**src/rtl/alfsr_pkg.sv**
```systemverilog
// Shared definitions for the ALFSR sequencer: controller state encoding and the
// default sizing constants used by the top level.
package alfsr_pkg;

    typedef enum logic [1:0] {
        StIdle,
        StShift,
        StSettle,
        StRun
    } state_e;

    localparam int unsigned CFG_W_DEF   = 16;
    localparam int unsigned CLK_DIV_DEF = 4;
    localparam int unsigned SETTLE_DEF  = 32;
    localparam int unsigned SMP_DIV_DEF = 8;
    localparam int unsigned BYTE_W      = 8;

endpackage

```
**src/rtl/alfsr_ser_shift.sv**
```systemverilog
// Serial loader for the LFSR configurator.
// Shifts a CFG_W-bit word out MSB first. Each bit is presented on lfsr_dat_o while
// lfsr_clk_o is low for CLK_DIV cycles, then lfsr_clk_o is high for CLK_DIV cycles.
// Ports:
//   clk, rst      system clock, synchronous active-high reset
//   load          capture cfg_word and begin shifting
//   abort         stop shifting immediately, outputs return low
//   cfg_word      word to shift out
//   lfsr_clk_o    configurator clock (registered, glitch-free)
//   lfsr_dat_o    configurator serial data (registered)
//   done          1-cycle pulse on the last cycle of the last bit
module alfsr_ser_shift #(
    parameter int unsigned CFG_W   = 16,
    parameter int unsigned CLK_DIV = 4
) (
    input  logic             clk,
    input  logic             rst,
    input  logic             load,
    input  logic             abort,
    input  logic [CFG_W-1:0] cfg_word,
    output logic             lfsr_clk_o,
    output logic             lfsr_dat_o,
    output logic             done
);

    localparam int unsigned PhaseMax = 2 * CLK_DIV - 1;
    localparam int unsigned PhW      = $clog2(PhaseMax + 1);
    localparam int unsigned BitW     = (CFG_W > 1) ? $clog2(CFG_W) : 1;

    logic             active_q, active_d;
    logic [PhW-1:0]   phase_q, phase_d;
    logic [BitW-1:0]  bit_q, bit_d;
    logic [CFG_W-1:0] sreg_q, sreg_d;
    logic             clk_q, clk_d;
    logic             dat_q, dat_d;
    logic             last_phase, last_bit;

    assign last_phase = (phase_q == PhW'(PhaseMax));
    assign last_bit   = (bit_q == BitW'(CFG_W - 1));
    assign done       = active_q && last_phase && last_bit;
    assign lfsr_clk_o = clk_q;
    assign lfsr_dat_o = dat_q;

    always_comb begin
        active_d = active_q;
        phase_d  = phase_q;
        bit_d    = bit_q;
        sreg_d   = sreg_q;
        if (abort) begin
            active_d = 1'b0;
            phase_d  = '0;
            bit_d    = '0;
        end else if (load) begin
            active_d = 1'b1;
            phase_d  = '0;
            bit_d    = '0;
            sreg_d   = cfg_word;
        end else if (active_q) begin
            if (last_phase) begin
                phase_d = '0;
                if (last_bit) begin
                    active_d = 1'b0;
                    bit_d    = '0;
                end else begin
                    // Next bit appears while the clock is low.
                    bit_d  = bit_q + BitW'(1);
                    sreg_d = {sreg_q[CFG_W-2:0], 1'b0};
                end
            end else begin
                phase_d = phase_q + PhW'(1);
            end
        end
        // Pin outputs come straight from flops so the configurator clock cannot glitch.
        clk_d = active_d && (phase_d >= PhW'(CLK_DIV));
        dat_d = active_d && sreg_d[CFG_W-1];
    end

    always_ff @(posedge clk) begin
        if (rst) begin
            active_q <= 1'b0;
            phase_q  <= '0;
            bit_q    <= '0;
            sreg_q   <= '0;
            clk_q    <= 1'b0;
            dat_q    <= 1'b0;
        end else begin
            active_q <= active_d;
            phase_q  <= phase_d;
            bit_q    <= bit_d;
            sreg_q   <= sreg_d;
            clk_q    <= clk_d;
            dat_q    <= dat_d;
        end
    end

endmodule

```
**src/rtl/alfsr_seq_ctrl.sv**
```systemverilog
// Sequencer for the ALFSR core: serially configures the LFSR, holds the ALFSR in reset
// until configured, waits a settle time, then packs synchronized rng samples into bytes.
// Ports:
//   clk, rst          system clock, synchronous active-high reset
//   start, stop       begin (IDLE only) / abort to IDLE; stop wins
//   cfg_word          configuration word, captured on an accepted start
//   lfsr_clk_o/dat_o  configurator serial interface
//   alfsr_rst_n       ALFSR reset, released in SETTLE and RUN
//   rng_bit_i         asynchronous digitized rng output
//   busy              high outside IDLE
//   byte_data/valid   packed byte (first sample in bit 7), valid held until byte_ready
//   byte_ready        consumer accept
//   ovf               sticky: a byte completed while the previous one was still pending
module alfsr_seq_ctrl
    import alfsr_pkg::*;
#(
    parameter int unsigned CFG_W   = CFG_W_DEF,
    parameter int unsigned CLK_DIV = CLK_DIV_DEF,
    parameter int unsigned SETTLE  = SETTLE_DEF,
    parameter int unsigned SMP_DIV = SMP_DIV_DEF
) (
    input  logic              clk,
    input  logic              rst,
    input  logic              start,
    input  logic              stop,
    input  logic [CFG_W-1:0]  cfg_word,
    output logic              lfsr_clk_o,
    output logic              lfsr_dat_o,
    output logic              alfsr_rst_n,
    input  logic              rng_bit_i,
    output logic              busy,
    output logic [BYTE_W-1:0] byte_data,
    output logic              byte_valid,
    input  logic              byte_ready,
    output logic              ovf
);

    localparam int unsigned SetW = (SETTLE > 1) ? $clog2(SETTLE) : 1;
    localparam int unsigned SmpW = $clog2(SMP_DIV);

    state_e            state_q, state_d;
    logic [SetW-1:0]   settle_cnt_q;
    logic [SmpW-1:0]   smp_cnt_q;
    logic [1:0]        sync_q;
    logic [BYTE_W-1:0] acc_q;
    logic [2:0]        nbit_q;
    logic [BYTE_W-1:0] byte_data_q;
    logic              byte_valid_q;
    logic              ovf_q;

    logic              start_acc, shift_done, settle_last, smp_last;
    logic              sample, byte_done;
    logic [BYTE_W-1:0] new_byte;

    assign start_acc   = start && !stop && (state_q == StIdle);
    assign settle_last = (settle_cnt_q == SetW'(SETTLE - 1));
    assign smp_last    = (smp_cnt_q == SmpW'(SMP_DIV - 1));
    assign sample      = (state_q == StRun) && smp_last && !stop;
    assign byte_done   = sample && (nbit_q == 3'd7);
    assign new_byte    = {acc_q[BYTE_W-2:0], sync_q[1]};

    assign busy        = (state_q != StIdle);
    assign alfsr_rst_n = (state_q == StSettle) || (state_q == StRun);
    assign byte_data   = byte_data_q;
    assign byte_valid  = byte_valid_q;
    assign ovf         = ovf_q;

    alfsr_ser_shift #(
        .CFG_W   (CFG_W),
        .CLK_DIV (CLK_DIV)
    ) u_ser_shift (
        .clk        (clk),
        .rst        (rst),
        .load       (start_acc),
        .abort      (stop),
        .cfg_word   (cfg_word),
        .lfsr_clk_o (lfsr_clk_o),
        .lfsr_dat_o (lfsr_dat_o),
        .done       (shift_done)
    );

    always_comb begin
        state_d = state_q;
        unique case (state_q)
            StIdle:   if (start_acc) state_d = StShift;
            StShift:  if (shift_done) state_d = StSettle;
            StSettle: if (settle_last) state_d = StRun;
            StRun:    state_d = StRun;
            default:  state_d = StIdle;
        endcase
        if (stop) state_d = StIdle;
    end

    always_ff @(posedge clk) begin
        if (rst) begin
            state_q      <= StIdle;
            settle_cnt_q <= '0;
            smp_cnt_q    <= '0;
            sync_q       <= '0;
            acc_q        <= '0;
            nbit_q       <= '0;
            byte_data_q  <= '0;
            byte_valid_q <= 1'b0;
            ovf_q        <= 1'b0;
        end else begin
            state_q <= state_d;
            sync_q  <= {sync_q[0], rng_bit_i};

            // Counters only run in their own state, so nothing free-runs in IDLE.
            if ((state_q == StSettle) && !settle_last && !stop) begin
                settle_cnt_q <= settle_cnt_q + SetW'(1);
            end else begin
                settle_cnt_q <= '0;
            end

            if ((state_q == StRun) && !stop) begin
                smp_cnt_q <= smp_last ? '0 : smp_cnt_q + SmpW'(1);
            end else begin
                smp_cnt_q <= '0;
            end

            if ((state_q != StRun) || stop) begin
                acc_q  <= '0;
                nbit_q <= '0;
            end else if (sample) begin
                acc_q  <= new_byte;
                nbit_q <= nbit_q + 3'd1;
            end

            if (stop) begin
                byte_valid_q <= 1'b0;
            end else if (byte_done && (!byte_valid_q || byte_ready)) begin
                byte_data_q  <= new_byte;
                byte_valid_q <= 1'b1;
            end else if (byte_valid_q && byte_ready) begin
                byte_valid_q <= 1'b0;
            end

            if (start_acc) begin
                ovf_q <= 1'b0;
            end else if (byte_done && byte_valid_q && !byte_ready) begin
                ovf_q <= 1'b1;
            end
        end
    end

endmodule

```
**config.mk**
```make
export PLATFORM = sky130hd
export DESIGN_NAME = alfsr_seq_ctrl
export DESIGN_NICKNAME = d
export VERILOG_FILES = /design/src/rtl/alfsr_pkg.sv /design/src/rtl/alfsr_ser_shift.sv /design/src/rtl/alfsr_seq_ctrl.sv
export SDC_FILE = /design/constraint.sdc
export NUM_CORES = 1
export LEC_CHECK = 0
export ABC_CLOCK_PERIOD_IN_PS = 2300
export CORE_ASPECT_RATIO = 1.2
export CORE_MARGIN = 2
export CORE_UTILIZATION = 29
export DETAILED_ROUTE_END_ITERATION = 8
export GPL_ROUTABILITY_DRIVEN = 1
export SYNTH_ARGS = -nofsm -noshare
export SYNTH_HDL_FRONTEND = slang
export SYNTH_SLANG_ARGS = --single-unit
```
**constraint.sdc**
```tcl
create_clock -name clk -period 2.3 [get_ports clk]
set_input_delay 0.345 -clock clk [delete_from_list [all_inputs] [get_ports clk]]
set_output_delay 0.345 -clock clk [all_outputs]
set_load 0.02 [all_outputs]
```
==> metrics.txt <==
Setup TNS Final=0 ns; drt pass-1 iters=4; Area Growth Syn to Fin=27.2%; drt initial violations=95; routed vias/inst=4.78; flop and latch count out of synthesis=58; number of top-level pins=36; first-pass GRT wire length=9200 um; Worst Setup End Kind=output port; GRT Util Overall=11.8%; largest net degree at the start of global routing=38; met3 GRT Util=3.79%; Buf/Inv on CP=1; Syn. warnings=0; core area=8610 um^2; actual slew at the worst max-slew pin=0.602 ns; final WL=5300 um; cts repair resizes=0; detailed-route wire length per cell=12.7 um; TritonCTS clock tree=built; Post-synth ARST share=0%; maximum vdd drop=0.000346 V; CP Max Fanout=11; RSZ-0062 raised after global routing=false; slowest cell on the critical path=clkdlybuf4s50_1; Residual DRC=0; number of synthesized flops with an enable pin=0; Final Max Tran Viols=0; CP Class=reg -> out; TritonCTS Sinks=58; fin util=38.0%; status=finished clean; Mapped Cells=261; CTS buffer count=9; Vias=1994; ys flop type=dfxtp_1; gpl congestion=0.705; Pwr per Cell Area=694 nW/um^2; port bufs=35; CP top delay family=buffers and inverters; Initial Util=29.8%; H-tree Lvls=3; syn nets=292; Stages on worst setup path=2; Cell variety after synth=40; top post-synthesis cells by count=dfxtp_1 (58), nor2_1 (26), o21ai_0 (17); clk_skew=0.00765 ns; most used routing layer=met2; Antenna diodes=0; full die area=9630 um^2; area share of the largest cell type after synthesis=45.2%; Root Driver=clkbuf_8; Post-DP HPWL=3500 um; CP max stage delay=0.60 ns; Filler cells=876; Worst EP required=1.96 ns; most numerous cell in the Yosys netlist=dfxtp_1; Worst-Skew Late Latency=0.33 ns; fin crit share=85.5%; post-route minimum period=1.97 ns; worst path cell trace=or2_2 > clkdlybuf4s50_1; max_slew headroom=59.8%; number of global-route vias before repair=1996; antenna violations before repair=0; critical path launch point type=flip-flop; Synth Cell Area=2570 um^2; Syn Area/Cell=9.85 um^2; register area=1160 um^2; share of layout cells above drive strength 1=17.7%; fmax=509 MHz; Setup Fix Bufs, Post-CTS=0; Yosys top cell by area=dfxtp_1; Die Y=107 um; Reg2Reg Depth=4; Final Hold Fails=0; clk slew on worst S/H paths=0.07 ns; GR Layer Usage met1=14.4%; global routing usage on met2=18.6%; sequential area share after synthesis=45.2%; Tightest Hold Check Type=reg -> reg; number of routed nets with antenna violations=0; setup violators final=0; CP arrival=1.62 ns; row count=37; multi-input combinational cell area=1260 um^2; gr ovfl total=0; Lkg Pwr=1.16 nW; Longest Clk Path Bufs=2; Die Span X=89.9 um; nets=326; WHS Path Cells=1; Area contributors post-synth=dfxtp_1 (45%), a311oi_2 (8.2%), ha_1 (4.4%); cts hold-fix bufs=0; Max Cap Viol=0
-- path summary, 6_finish.rpt --
kind	startpoint	to	slack, ns
worst max register to register	u_ser_shift.bit_q[0]$_SDFFE_PP0N_	u_ser_shift.sreg_q[2]$_SDFFE_PP0P_	0.57
worst min register to register	smp_cnt_q[0]$_SDFF_PP0_	smp_cnt_q[0]$_SDFF_PP0_	0.43
worst min-delay path	smp_cnt_q[0]$_SDFF_PP0_	smp_cnt_q[0]$_SDFF_PP0_	0.43
worst max-delay path	state_q[1]$_SDFFE_PP0P_	busy	0.33
-- area by class of cell --
cell class                      count  share of cell area (%)
Timing Repair Buffer               46                    13.2
Sequential cell                    58                    35.5
Inverter                            8                   0.919
Clock inverter                      4                    2.22
Clock buffer                       12                    5.05
Tap cell                          117                    4.48
Multi-Input combinational cell    172                    38.6
-- stage by stage --
step	setup slack, ns	area (um^2)	total power, mW	hold WS [ns]	std cells
after global placement	0.332	3030	1.20	0.415	401
final	0.334	3270	2.27	0.434	417
after global routing	0.209	3270	2.35	0.460	417
after CTS	0.311	3270	2.30	0.436	417
after floorplan	0.652	2570	1.14	0.405	261
after detailed placement	0.310	3030	1.20	0.426	401
-- cell families after synthesis --
family | Yosys count | share of synthesized area, %
AOI/OAI and AO/OA | 56 | 19.7
xor gates and xnor gates | 4 | 1.36
adders and majority gates | 9 | 4.38
buffers and inverters | 31 | 5.79
DFF | 58 | 45.2
muxes | 11 | 4.28
and+or+nand+nor | 92 | 19.3
-- worst reg2reg max path: stages, from the launching register on --
cell and delay (ns):
dfxtp_1 0.39, ha_1 0.20, and3_1 0.56, o21ai_0 0.23, a311oi_2 0.27
-- metal layers --
metal  routed length (um)  share of wire [%]
met2                 2450                 46
met1                 2550                 48
met4                   99                1.9
met5                    0                  0
met3                  199                3.8
-- flip-flops by register name (all words and copies together) (netlist names) --
name / cells
state_q: 2
byte_valid: 1
acc_q: 7
u_ser_shift.sreg_q: 16
u_ser_shift.phase_q: 3
settle_cnt_q: 5
smp_cnt_q: 3
u_ser_shift.active_q: 1
ovf: 1
nbit_q: 3
u_ser_shift.bit_q: 4
u_ser_shift.lfsr_clk_o: 1
u_ser_shift.lfsr_dat_o: 1
byte_data: 8
sync_q: 2
-- placed cells by master (no fill, tap or decap), types with 2 or more instances in the layout --
cell / netlist / final
a21oi_1: 7 / 7
a311oi_2: 14 / 14
a41oi_1: 2 / 2
and2_1: 2 / 2
and3_1: 5 / 5
buf_4: 1 / 11
bufinv_16: 0 / 2
clkbuf_8: 0 / 12
clkdlybuf4s50_1: 0 / 35
dfxtp_1: 58 / 58
ha_1: 9 / 9
inv_1: 8 / 8
mux2i_1: 11 / 11
nand2_1: 7 / 7
nand2b_1: 16 / 16
nand3_1: 7 / 7
nand4_1: 14 / 14
nor2_1: 26 / 26
nor2b_1: 4 / 4
nor3_1: 3 / 3
o21ai_0: 17 / 17
o221a_2: 10 / 10
xor2_1: 3 / 3
-- power by group --
group          internal [mW]  switching (mW)
combinational         0.0752          0.0598
clock                  0.697           0.395
sequential              1.03          0.0138
total                   1.80           0.469
No activity file was read; power rests on OpenSTA's default activity.
